--- config.mk ---
export PLATFORM = sky130hd
export DESIGN_NAME = seg_scan_mux
export DESIGN_NICKNAME = d
export VERILOG_FILES = /design/src/rtl/seg_scan_mux.sv
export SDC_FILE = /design/constraint.sdc
export NUM_CORES = 1
export LEC_CHECK = 0
export CAP_MARGIN = 10
export CORE_MARGIN = 5
export CORE_UTILIZATION = 40
export CTS_CLUSTER_DIAMETER = 150
export DETAILED_ROUTE_END_ITERATION = 8
export MAX_ROUTING_LAYER = met4
export SETUP_SLACK_MARGIN = 0.02
export SLEW_MARGIN = 20
export SYNTH_ARGS = -nofsm -noshare
export SYNTH_HDL_FRONTEND = slang
export SYNTH_SLANG_ARGS = --single-unit
export TNS_END_PERCENT = 30
--- constraint.sdc ---
create_clock -name clk -period 2.2 [get_ports clk]
set_input_delay 0.22 -clock clk [delete_from_list [all_inputs] [get_ports clk]]
set_output_delay 0.22 -clock clk [all_outputs]
set_load 0.1 [all_outputs]
--- src/rtl/seg_scan_mux.sv ---
// rtl/seg_scan_mux.sv - four-digit multiplexed seven-segment scanner with blanking and frame-synchronous updates
module seg_scan_mux #(
    parameter int DIV   = 50000,
    parameter int BLANK = 500
) (
    input  logic        clk,
    input  logic        rst,
    input  logic [15:0] value,
    input  logic        load,
    input  logic        lzb,
    output logic [3:0]  nibble,
    output logic        seg_en,
    output logic [3:0]  anode,
    output logic        frame_done,
    output logic        pending
);

    localparam int CW = $clog2(DIV);
    localparam logic [CW-1:0] CNT_MAX  = CW'(DIV - 1);
    localparam logic [CW-1:0] BLANK_M1 = CW'(BLANK - 1);

    typedef enum logic {
        ST_BLANK,
        ST_SHOW
    } state_t;

    state_t        state;
    state_t        state_nx;
    logic [CW-1:0] cnt;
    logic [1:0]    idx;
    logic [15:0]   disp;
    logic [15:0]   pend;
    logic          lzb_q;
    logic          suppress;
    logic          boundary;

    assign boundary = (cnt == CNT_MAX) && (idx == 2'd3);

    always_ff @(posedge clk or posedge rst) begin
        if (rst) begin
            state <= ST_BLANK;
        end else begin
            state <= state_nx;
        end
    end

    // State changes one edge early so the registered state matches cnt in the same cycle.
    always_comb begin
        state_nx = state;
        if (cnt == CNT_MAX) begin
            state_nx = ST_BLANK;
        end else if (cnt == BLANK_M1) begin
            state_nx = ST_SHOW;
        end
    end

    always_ff @(posedge clk or posedge rst) begin
        if (rst) begin
            cnt        <= '0;
            idx        <= 2'd0;
            disp       <= 16'h0000;
            pend       <= 16'h0000;
            pending    <= 1'b0;
            frame_done <= 1'b0;
            lzb_q      <= 1'b0;
        end else begin
            cnt        <= (cnt == CNT_MAX) ? '0 : cnt + 1'b1;
            lzb_q      <= lzb;
            frame_done <= boundary;
            if (cnt == CNT_MAX) begin
                idx <= idx + 2'd1;
            end
            if (boundary && pending) begin
                disp    <= pend;
                pending <= 1'b0;
            end
            // A coinciding load wins over the boundary clear: the new value waits a full frame.
            if (load) begin
                pend    <= value;
                pending <= 1'b1;
            end
        end
    end

    // lzb is registered so outputs depend only on flop state.
    always_comb begin
        suppress = 1'b0;
        case (idx)
            2'd1:    suppress = lzb_q && (disp[15:4] == 12'h000);
            2'd2:    suppress = lzb_q && (disp[15:8] == 8'h00);
            2'd3:    suppress = lzb_q && (disp[15:12] == 4'h0);
            default: suppress = 1'b0;
        endcase
    end

    always_comb begin
        anode  = 4'b1111;
        seg_en = 1'b0;
        nibble = disp[{idx, 2'b00} +: 4];
        if (state == ST_SHOW && !suppress) begin
            anode  = ~(4'b0001 << idx);
            seg_en = 1'b1;
        end
    end

endmodule

# ---- After elaboration in Yosys (flattened, before gate mapping)
# Cells that the tools add are included.
dict set report word_totals {
  ff_bits 54
  output_inout_bits 11
  elab_cells 38
}
dict set report classes {
  add_sub_neg 2
  n_eq_ne 5
  n_shift 2
  muxes 8
  n_bitwise 1
  n_reduce_logical 12
}
# operator count
set ops {}
lappend ops {{adder 16 x 1 -> 16 bit, second input constant} 1}
lappend ops {{equality test 16 bit, second input constant} 1}
lappend ops {{equality test 16 x 9 -> 1 bit, second input constant} 1}
lappend ops {{two-way mux 16 bit} 1}
lappend ops {{indexed part select 16 x 5 -> 4 bit} 1}
lappend ops {{logical NOT 12 bit} 1}
lappend ops {{logical NOT 8 bit} 1}
lappend ops {{logical AND 1 bit} 6}
lappend ops {{two-way mux 1 bit} 5}
lappend ops {{equality test 2 bit, second input constant} 2}
lappend ops {{logical NOT 4 bit} 1}
lappend ops {{two-way mux 4 bit} 1}
lappend ops {{inverter 4 bit} 1}
lappend ops {{nonzero test 2 bit} 2}
lappend ops {{<< shifter 1 x 2 -> 4 bit, first input constant} 1}
lappend ops {{case mux 1 bit (3 select lines)} 1}
lappend ops {{adder 2 x 1 -> 2 bit, second input constant} 1}
lappend ops {{equality test 2 x 1 -> 1 bit, second input constant} 1}
lappend ops {{logical NOT 1 bit} 1}

# ---- Depth between registers and ports, before layout
# Gate-level depths: netlist of run 1.
dict set report depth {
  word_depth 6
  mapped_depth 7
  ltp_nobuf 5
}

# ---- Least setup slack after synthesis of run 1
# Ideal clock, no wire load.
dict set report synth_timing {
  kind {register to output}
  from {register idx[0]}
  to {output seg_en}
  t_arrival_ns 2.163
  slack_ns -0.183
  path_stages_with_launch 7
  path_buffers 1
  cell_sequence {dfrtp_1 > clkbuf_1 > inv_1 > ha_1 > o21a_1 > o2111ai_1 > and2_1}
}
dict set report synth_between {
  elab_chain_cells 5
  elab_cells_between_ends 7
  classes_between {eq/ne (3); mux (2); reduce/logical (2)}
}
# element line_no
set synth_lines {}
lappend synth_lines {{from (decl)} 30} ;# logic [1:0] idx;
lappend synth_lines {{from (signal assigned)} 71} ;# idx <= idx + 2'd1;
lappend synth_lines {{equality test 2 bit or equality test 2 x 1 -> 1 bit (tied branches)} 88} ;# case (idx)
lappend synth_lines {{case mux 1 bit (3 select lines) *} 88}
lappend synth_lines {{logical NOT 1 bit *} 100} ;# if (state == ST_SHOW && !suppress) begin
lappend synth_lines {{logical AND 1 bit *} 100}
lappend synth_lines {{two-way mux 1 bit *} 100}
lappend synth_lines {{to (decl)} 12} ;# output logic seg_en,
# Every way passes the cells marked *; elsewhere a longest branch is shown, timed or not.

# ---- Worst setup path after layout of run 1
dict set report layout_timing {
  from {register cnt[10]}
  to {register disp[5]}
}
dict set report layout_between {
  elab_chain_cells 3
}
# element line_no
set layout_lines {}
lappend layout_lines {{from (decl)} 29} ;# logic [CW-1:0] cnt;
lappend layout_lines {{from (signal assigned)} 67} ;# cnt <= (cnt == CNT_MAX) ? '0 : cnt + 1'b1;
lappend layout_lines {{equality test 16 bit} 37} ;# assign boundary = (cnt == CNT_MAX) && (idx == 2'd3);
lappend layout_lines {{logical AND 1 bit} 37}
lappend layout_lines {{logical AND 1 bit} 73} ;# if (boundary && pending) begin
lappend layout_lines {{to (signal assigned)} 74} ;# disp <= pend;
lappend layout_lines {{to (decl)} 31} ;# logic [15:0] disp;
# No other way between the ends.
# A chain may end at the register's enable or synchronous reset.

==> results of run 1 <==
## through the flow
stage          hold slack [ns]  setup slack, ns
2_1_floorplan            0.251           -0.173
3_3_place_gp             0.481            0.142
3_5_place_dp             0.490            0.116
4_1_cts                  0.320           0.0750
5_1_grt                  0.347           0.0485
6_report                 0.304            0.111
## cell families (layout without fill, tap and decap cells)
| kind of cell | count (synthesis) | in the layout |
|---|---|---|
| compound gates | 8 | 8 |
| xor+xnor | 14 | 14 |
| fa+ha+maj | 5 | 5 |
| buf+inv | 13 | 59 |
| flops | 54 | 54 |
| mux | 36 | 36 |
| simple gates | 55 | 55 |
## repair_timing
action                     CTS  global route
cloned                       0             0
setup endpoints to repair    3             3
buffers inserted             0             2
gates resized for setup      2             2
## final cells by class
type | instances | area, um^2
clock inverters | 3 | 43.8
repair buffers | 45 | 460
flip-flops and latches | 54 | 1350
well taps | 75 | 93.8
clock buffers | 5 | 68.8
fillers | 542 | 2850
inverters | 6 | 22.5
multi-input cells | 118 | 1060
## power by group
part | leakage, nW | internal [mW] | switching (mW) | total (mW)
Sequential | 0.695 | 1.02 | 0.0163 | 1.04
Combinational | 0.630 | 0.0593 | 0.0347 | 0.0940
Clock | 0.0585 | 0.341 | 0.314 | 0.655
## layer usage
metal | vias to the layer above | track usage [%] | wire length [um]
met1 | 771 | 19.1 | 2340
met2 | 28 | 19.9 | 1990
met3 | 5 | 3.35 | 203
met5 | - | - | 0
li1 | 755 | - | -
met4 | 0 | 4.53 | 57
## flip-flops by register name (all words and copies together), names as in the netlist
register / flops
state: 1
frame_done: 1
idx: 2
cnt: 16
disp: 16
lzb_q: 1
pending: 1
pend: 16
## placed cells by master, fill, tap and decap left out, types with 2 or more instances in the layout
cell	instances
dfrtp_1	53
mux2_2	22
buf_4	20
clkdlybuf4s50_1	19
nor2_1	11
mux2_4	10
nor4_1	9
nand2_1	9
xnor2_1	8
nand3_1	7
xor2_1	6
buf_12	6
inv_1	5
ha_1	5
clkbuf_8	5
mux4_2	4
nand4_1	4
and3_1	3
nor3_1	3
nand4b_1	2
nor4_4	2
o21ai_0	2
## worst max-delay path, stage by stage (launching register included)
cell	delay [ns]
dfrtp_1	0.38
or4_4	0.57
nor4_4	0.27
and3_1	0.23
buf_12	0.18
mux2_2	0.34
## worst max-delay path by stage
stage,startpoint,endpoint,cells after the start
after detailed placement,cnt[10],disp[2],5
after global placement,cnt[10],disp[6],5
after global routing,cnt[10],disp[5],5
after CTS,idx[1],seg_en,6
final,cnt[10],disp[5],5
after floorplan,idx[0],anode[1],6
==> flow_metrics.env, run 1 <==
export IMPL_grt_total_usage_pct=13.8
export IMPL_postSynthAreaPerCell_um2=13.3
export IMPL_syn_instance_count=185
export IMPL_synth_xor_area_share_pct=4.98
export IMPL_fin_crit_sh_pct=95.0
export IMPL_max_freq_ghz=0.479
export IMPL_cap_violations=0
export IMPL_regToRegStartpoint="cnt[10]"
export IMPL_status="finished clean"
export IMPL_grt_antenna_before_repair=0
export IMPL_p_total_mw=1.79
export IMPL_drt_iter0_drc=53
export IMPL_die_area_mm2=0.00783
export IMPL_synth_most_common_cell="dfrtp_1"
export IMPL_synth_enable_flop_cells=0
export IMPL_required_ns=2.39
export IMPL_grt_max_degree=32
export IMPL_wirelength_um=4580
export IMPL_vias=1559
export IMPL_tightest_slew_ns=0.613
export IMPL_async_reset_ff_share_pct=100
export IMPL_core_area_mm2=0.00596
export IMPL_syn2layout_area_growth_pct=26.0
export IMPL_holdBufCountCts=0
export IMPL_end_kind="register"
export IMPL_p_leak_nw=1.38
export IMPL_r2r_setup_slack_ns=0.11
export IMPL_chipHeight_um=88.5
export IMPL_drc=0
export IMPL_port_buffers=30
export IMPL_place_inst=296
export IMPL_num_rows=28
export IMPL_cp_start_kind="register"
export IMPL_routabilityCongestion=0.886
export IMPL_clock_sinks=54
export IMPL_grt_pass1_wl_um=7960
export IMPL_die_x_um=88.5
export IMPL_synth_area_mm2=0.00246
export IMPL_cp_max_fo=16
export IMPL_yosysWarnings=0
export IMPL_fin_setup_tns_ns=0
export IMPL_place_area_mm2=0.00295
export IMPL_slew_viol_final=0
export IMPL_cts_path_max_buffers=2
export IMPL_synthMuxAreaShare_pct=19.8
export IMPL_reg2reg_to="disp[5]"
export IMPL_hold_viol=0
export IMPL_io_pins=31
export IMPL_vias_per_cell=5.09
export IMPL_dp_hpwl_um=3430
export IMPL_cts_buffers=5
export IMPL_finalNonFillerCells=306
export IMPL_nNetsFinal=255
export IMPL_hp_class="in2async"
export IMPL_ys_ff_latch=54
export IMPL_drive_gt1_share_pct=33.8
export IMPL_crit_arrival_ns=2.28
export IMPL_clk_latency_ns=0.30
export IMPL_first_pass_iters=4
export IMPL_fin_skew_ns=0.00906
export IMPL_grt_pass1_vias=1613
export IMPL_ctsHtreeMaxLevel=2
export IMPL_ys_flop_type="dfrtp_1"
export IMPL_worst_setup_path_type="reg2reg"
export IMPL_synth_distinct_cells=33
export IMPL_clk_pin_slew_ns=0.10
export IMPL_synth_simple_area_share_pct=12.7
export IMPL_grt_overflow_total=0
export IMPL_clock_root_buffer="clkbuf_8"
export IMPL_synth_top_area_cell="dfrtp_1"
export IMPL_synth_area_leaders="dfrtp_1 (55%), mux2_2 (10%), mux2_4 (6.1%), mux4_2 (3.7%), xnor2_1 (2.8%)"
export IMPL_fin_area_mm2=0.00310
export IMPL_synth_fa_ha_area_share_pct=2.54
export IMPL_syn_nets=210
export IMPL_ant_nets=0
export IMPL_synth_compound_area_share_pct=2.18
export IMPL_synth_top_family_by_area="multiplexers"
export IMPL_rr_worst_depth=5
export IMPL_slew_headroom_pct=59.1
export IMPL_cts_tree="built"
export IMPL_wl_per_cell_um=15.0
export IMPL_peakVddDrop_mv=0.340
export IMPL_yosys_top_cells_count="dfrtp_1 (54), mux2_2 (22), nor2_1 (11), mux2_4 (10), nor4_1 (10)"
export IMPL_antenna_cells=0
export IMPL_rsz0062_at_grt="false"
export IMPL_synth_top_area_share_pct=54.9
export IMPL_setup_viol=0
export IMPL_final_util_pct=52.1
export IMPL_power_density_mw_per_mm2=576
export IMPL_fin_crit_ns=2.09
export IMPL_initial_core_util_pct=41.3
export IMPL_seq_area_frac_synth_pct=54.9
(Power assumes the default switching activity.)
==> run 2, diff against run 1 <==
--- a/config.mk
+++ b/config.mk
@@ -16,4 +16,3 @@
 export SYNTH_ARGS = -nofsm -noshare
 export SYNTH_HDL_FRONTEND = slang
 export SYNTH_SLANG_ARGS = --single-unit
-export TNS_END_PERCENT = 30
==> flow_metrics.env, run 2 (synthesized netlist as in run 1, its figures left out) <==
export IMPL_grt_total_usage_pct=13.9
export IMPL_cts_setup_buffers=0
export IMPL_status="finished clean"
export IMPL_rsz0062_at_grt="true"
export IMPL_peakVddDrop_mv=0.307
export IMPL_fin_skew_ns=0.0105
export IMPL_core_area_mm2=0.00596
export IMPL_slew_headroom_pct=66.5
export IMPL_drt_iter0_drc=119
export IMPL_chipHeight_um=88.5
export IMPL_grt_max_degree=24
export IMPL_grt_pass1_vias=1546
export IMPL_hp_class="in2async"
export IMPL_num_rows=28
export IMPL_io_pins=31
export IMPL_hold_viol=0
export IMPL_dp_hpwl_um=3380
export IMPL_wirelength_um=4630
export IMPL_slew_viol_final=0
export IMPL_clock_sinks=54
export IMPL_reg2reg_to="disp[5]"
export IMPL_rr_worst_depth=5
export IMPL_cts_tree="built"
export IMPL_pwr_share_clk_pct=36.7
export IMPL_power_switching_uw=372
export IMPL_nNetsFinal=253
export IMPL_switching_share_pct=20.7
export IMPL_finalNonFillerCells=304
export IMPL_required_ns=1.98
export IMPL_place_inst=296
export IMPL_die_area_mm2=0.00783
export IMPL_initial_core_util_pct=41.3
export IMPL_final_util_pct=52.0
export IMPL_ctsHtreeMaxLevel=2
export IMPL_holdBufCountCts=0
export IMPL_p_leak_nw=1.37
export IMPL_port_buffers=30
export IMPL_tightest_slew_ns=0.502
export IMPL_clk_latency_ns=0.31
export IMPL_drc=0
export IMPL_layout_commonest_cell="dfrtp_1"
export IMPL_r2r_setup_slack_ns=0.14
export IMPL_globalRouteMet2Util_pct=19.2
export IMPL_pre_cts_slack_ns=0.135
export IMPL_busiest_layer="met1"
export IMPL_reg_top3="cnt: 16 flops, disp: 16 flops, pend: 16 flops"
export IMPL_grt_antenna_before_repair=0
export IMPL_p_total_mw=1.80
export IMPL_regToRegStartpoint="cnt[5]"
export IMPL_most_common_layout_cells="dfrtp_1 (54), mux2_2 (22), clkdlybuf4s50_1 (19)"
export IMPL_cap_violations=0
export IMPL_vias_per_cell=5.15
export IMPL_ant_nets=0
export IMPL_cts_resized=0
export IMPL_met3_usage_pct=3.45
export IMPL_grt_pass1_wl_um=7990
export IMPL_end_kind="output pin"
export IMPL_cp_max_fo=6
export IMPL_grt_overflow_total=0
export IMPL_clock_root_buffer="clkbuf_8"
export IMPL_fin_crit_ns=2.09
export IMPL_vias=1566
export IMPL_seqPwrFrac_pct=57.9
export IMPL_grt_use_met1_pct=19.8
export IMPL_syn2layout_area_growth_pct=25.7
export IMPL_worst_setup_path_type="reg2out"
export IMPL_clk_pin_slew_ns=0.09
export IMPL_wl_per_cell_um=15.2
export IMPL_die_x_um=88.5
export IMPL_setup_viol=0
export IMPL_p_int_mw=1.42
export IMPL_power_density_mw_per_mm2=580
export IMPL_drive_gt1_share_pct=32.8
export IMPL_cp_start_kind="register"
export IMPL_fin_crit_sh_pct=95.2
export IMPL_first_pass_iters=4
export IMPL_max_freq_ghz=0.478
export IMPL_place_area_mm2=0.00297
export IMPL_cts_path_max_buffers=2
export IMPL_crit_arrival_ns=1.87
export IMPL_antenna_cells=0
export IMPL_cts_buffers=5
export IMPL_pwr_share_comb_pct=5.4
export IMPL_setup_ws_ns=0.106
export IMPL_routabilityCongestion=0.819
export IMPL_fin_area_mm2=0.00309
-- run 2: metal layers --
| layer | up-vias | wire length (um) |
|---|---|---|
| met5 | - | 0 |
| met3 | 5 | 215 |
| li1 | 750 | - |
| met1 | 781 | 2330 |
| met2 | 30 | 2020 |
| met4 | 0 | 62 |
-- run 2: area by class of cell --
| class | count | area [um^2] |
|---|---|---|
| clock buffers | 6 | 72.6 |
| clock inverters | 2 | 37.5 |
| fillers | 543 | 2860 |
| inverters | 6 | 22.5 |
| multi-input cells | 118 | 1060 |
| flip-flops and latches | 54 | 1350 |
| well taps | 75 | 93.8 |
| repair buffers | 43 | 458 |
-- run 2: worst max path at each step --
| stage | from | endpoint | slack, ns | cells past startpoint |
|---|---|---|---|---|
| floorplan | idx[0] | anode[1] | -0.17 | 6 |
| global placement | cnt[5] | disp[4] | 0.16 | 5 |
| detailed placement | cnt[5] | disp[5] | 0.13 | 5 |
| CTS | idx[1] | seg_en | 0.07 | 6 |
| global route | idx[1] | anode[1] | 0.02 | 6 |
| finish | idx[1] | anode[1] | 0.11 | 6 |
-- run 2: worst max-delay path: stages (launching register included) --
cell and delay (ns):
dfrtp_1 0.38, buf_4 0.16, ha_1 0.21, o21a_1 0.20, o2111ai_2 0.23, nand3_1 0.18, buf_12 0.21
-- run 2: through the flow --
| stage | hold slack (ns) | TNS [ns] |
|---|---|---|
| after floorplan | 0.251 | -0.532 |
| after global placement | 0.479 | 0 |
| after detailed placement | 0.485 | 0 |
| after CTS | 0.271 | 0 |
| after global routing | 0.298 | 0 |
| final | 0.255 | 0 |
-- run 2: power groups by stage --
stage                     combinational, mW  clock, mW  sequential, mW
after global placement               0.0983          0            1.06
after CTS                             0.101      0.673            1.04
after floorplan                      0.0508          0            1.05
final                                0.0974      0.659            1.04
after global routing                  0.109      0.715            1.04
after detailed placement              0.101          0            1.06
==> run 3, diff against run 2 <==
--- a/config.mk
+++ b/config.mk
@@ -7,10 +7,11 @@
 export LEC_CHECK = 0
 export CAP_MARGIN = 10
 export CORE_MARGIN = 5
-export CORE_UTILIZATION = 40
+export CORE_UTILIZATION = 46
 export CTS_CLUSTER_DIAMETER = 150
 export DETAILED_ROUTE_END_ITERATION = 8
 export MAX_ROUTING_LAYER = met4
+export PLACE_DENSITY = 0.71
 export SETUP_SLACK_MARGIN = 0.02
 export SLEW_MARGIN = 20
 export SYNTH_ARGS = -nofsm -noshare
==> flow_metrics.env, run 3 (synthesized netlist as in run 1, its figures left out) <==
export IMPL_grt_antenna_before_repair=0
export IMPL_cts_tree="built"
export IMPL_grt_overflow_total=0
export IMPL_nNetsFinal=253
export IMPL_p_leak_nw=1.36
export IMPL_fin_area_mm2=0.00305
export IMPL_drc=0
export IMPL_clk_pin_slew_ns=0.09
export IMPL_clk_latency_ns=0.30
export IMPL_cts_path_max_buffers=2
export IMPL_cp_start_kind="register"
export IMPL_reg_top3="cnt: 16 flops, disp: 16 flops, pend: 16 flops"
export IMPL_num_rows=26
export IMPL_drive_gt1_share_pct=32.8
export IMPL_setup_ws_ns=0.128
export IMPL_first_pass_iters=4
export IMPL_setup_viol=0
export IMPL_required_ns=1.98
export IMPL_place_area_mm2=0.00293
export IMPL_status="finished clean"
export IMPL_max_freq_ghz=0.483
export IMPL_grt_pass1_wl_um=7910
export IMPL_fin_skew_ns=0.0114
export IMPL_finalNonFillerCells=299
export IMPL_core_area_mm2=0.00514
export IMPL_cpMaxStageDelayCell="dfrtp_1"
export IMPL_worst_setup_path_type="reg2out"
export IMPL_fin_crit_sh_pct=94.2
export IMPL_die_area_mm2=0.00692
export IMPL_holdWs_ns=0.177
export IMPL_clock_sinks=54
export IMPL_hp_class="in2async"
export IMPL_antenna_cells=0
export IMPL_layout_commonest_cell="dfrtp_1"
export IMPL_chipHeight_um=83.2
export IMPL_crit_arrival_ns=1.85
export IMPL_r2r_setup_slack_ns=0.15
export IMPL_initial_core_util_pct=47.9
export IMPL_p_total_mw=1.70
export IMPL_drt_iter0_drc=103
export IMPL_port_buffers=30
export IMPL_tightest_slew_ns=0.336
export IMPL_slew_headroom_pct=77.4
export IMPL_grt_pass1_vias=1619
export IMPL_die_x_um=83.2
export IMPL_dp_hpwl_um=3440
export IMPL_end_kind="output pin"
export IMPL_wirelength_um=4620
export IMPL_ctsHtreeMaxLevel=2
export IMPL_path_depth=5
export IMPL_crit_chain="buf_4 -> ha_1 -> o2111ai_1 -> nand3_1 -> buf_12"
export IMPL_ant_nets=0
export IMPL_cp_slowest_stage_delay_ns=0.38
export IMPL_peakVddDrop_mv=0.307
export IMPL_reg2reg_to="disp[3]"
export IMPL_syn2layout_area_growth_pct=23.8
export IMPL_crit_buf_inv=2
export IMPL_io_pins=31
export IMPL_place_inst=289
export IMPL_cap_violations=0
export IMPL_holdBufCountCts=0
export IMPL_most_common_layout_cells="dfrtp_1 (53), mux2_2 (22), clkdlybuf4s50_1 (19)"
export IMPL_routabilityCongestion=0.880
export IMPL_rsz0062_at_grt="true"
export IMPL_rr_worst_depth=5
export IMPL_cp_top_family="flip-flops"
export IMPL_vias=1578
export IMPL_vias_per_cell=5.28
export IMPL_power_density_mw_per_mm2=557
export IMPL_pre_cts_slack_ns=0.151
export IMPL_wl_per_cell_um=15.4
export IMPL_hold_viol=0
export IMPL_clock_root_buffer="clkbuf_8"
export IMPL_slew_viol_final=0
export IMPL_fin_crit_ns=2.07
export IMPL_cts_buffers=5
export IMPL_regToRegStartpoint="cnt[5]"
export IMPL_grt_max_degree=43
export IMPL_grt_total_usage_pct=14.5
export IMPL_cp_max_fo=6
run 3: worst max-delay path by stage:
stage | start | endpoint | slack [ns]
3_3_place_gp | cnt[5] | disp[6] | 0.19
3_5_place_dp | cnt[5] | disp[3] | 0.15
4_1_cts | idx[1] | seg_en | 0.06
6_report | idx[0] | anode[2] | 0.13
5_1_grt | cnt[5] | disp[11] | 0.02
2_1_floorplan | idx[0] | anode[1] | -0.17
run 3: layout make-up:
| type | instances | area [um^2] |
|---|---|---|
| clock buffer | 6 | 82.6 |
| clock inverter | 2 | 12.5 |
| fill | 439 | 2090 |
| inverter | 6 | 22.5 |
| multi-input combinational | 118 | 1050 |
| sequential | 54 | 1350 |
| tap | 70 | 87.6 |
| timing repair buffer | 43 | 445 |
run 3: what timing repair did:
item,4_1_cts,5_1_grt
gates resized for setup,2,0
setup endpoints to repair,3,5
buffers inserted,0,2
gates cloned,0,0
run 3: power breakdown:
group          switching [mW]  leakage (nW)  internal [mW]  total (mW)
Combinational          0.0354         0.621         0.0606      0.0960
Sequential             0.0184         0.695           1.02        1.04
Clock                   0.310        0.0472          0.253       0.563
run 3: layer usage:
metal  vias up  share of wire (%)  global-route usage [%]
li1        753                  -                       -
met1       782                 48                    20.4
met2        37                 46                    20.3
met3         6                3.8                    3.17
met4         0                1.5                    5.79
met5         -                  0                       -
run 3: stage by stage:
| stage | setup TNS [ns] | util, % |
|---|---|---|
| floorplan | -0.532 | - |
| global placement | 0 | 57.0 |
| detailed placement | 0 | 57.0 |
| CTS | 0 | 59.0 |
| global route | 0 | 59.3 |
| finish | 0 | 59.3 |
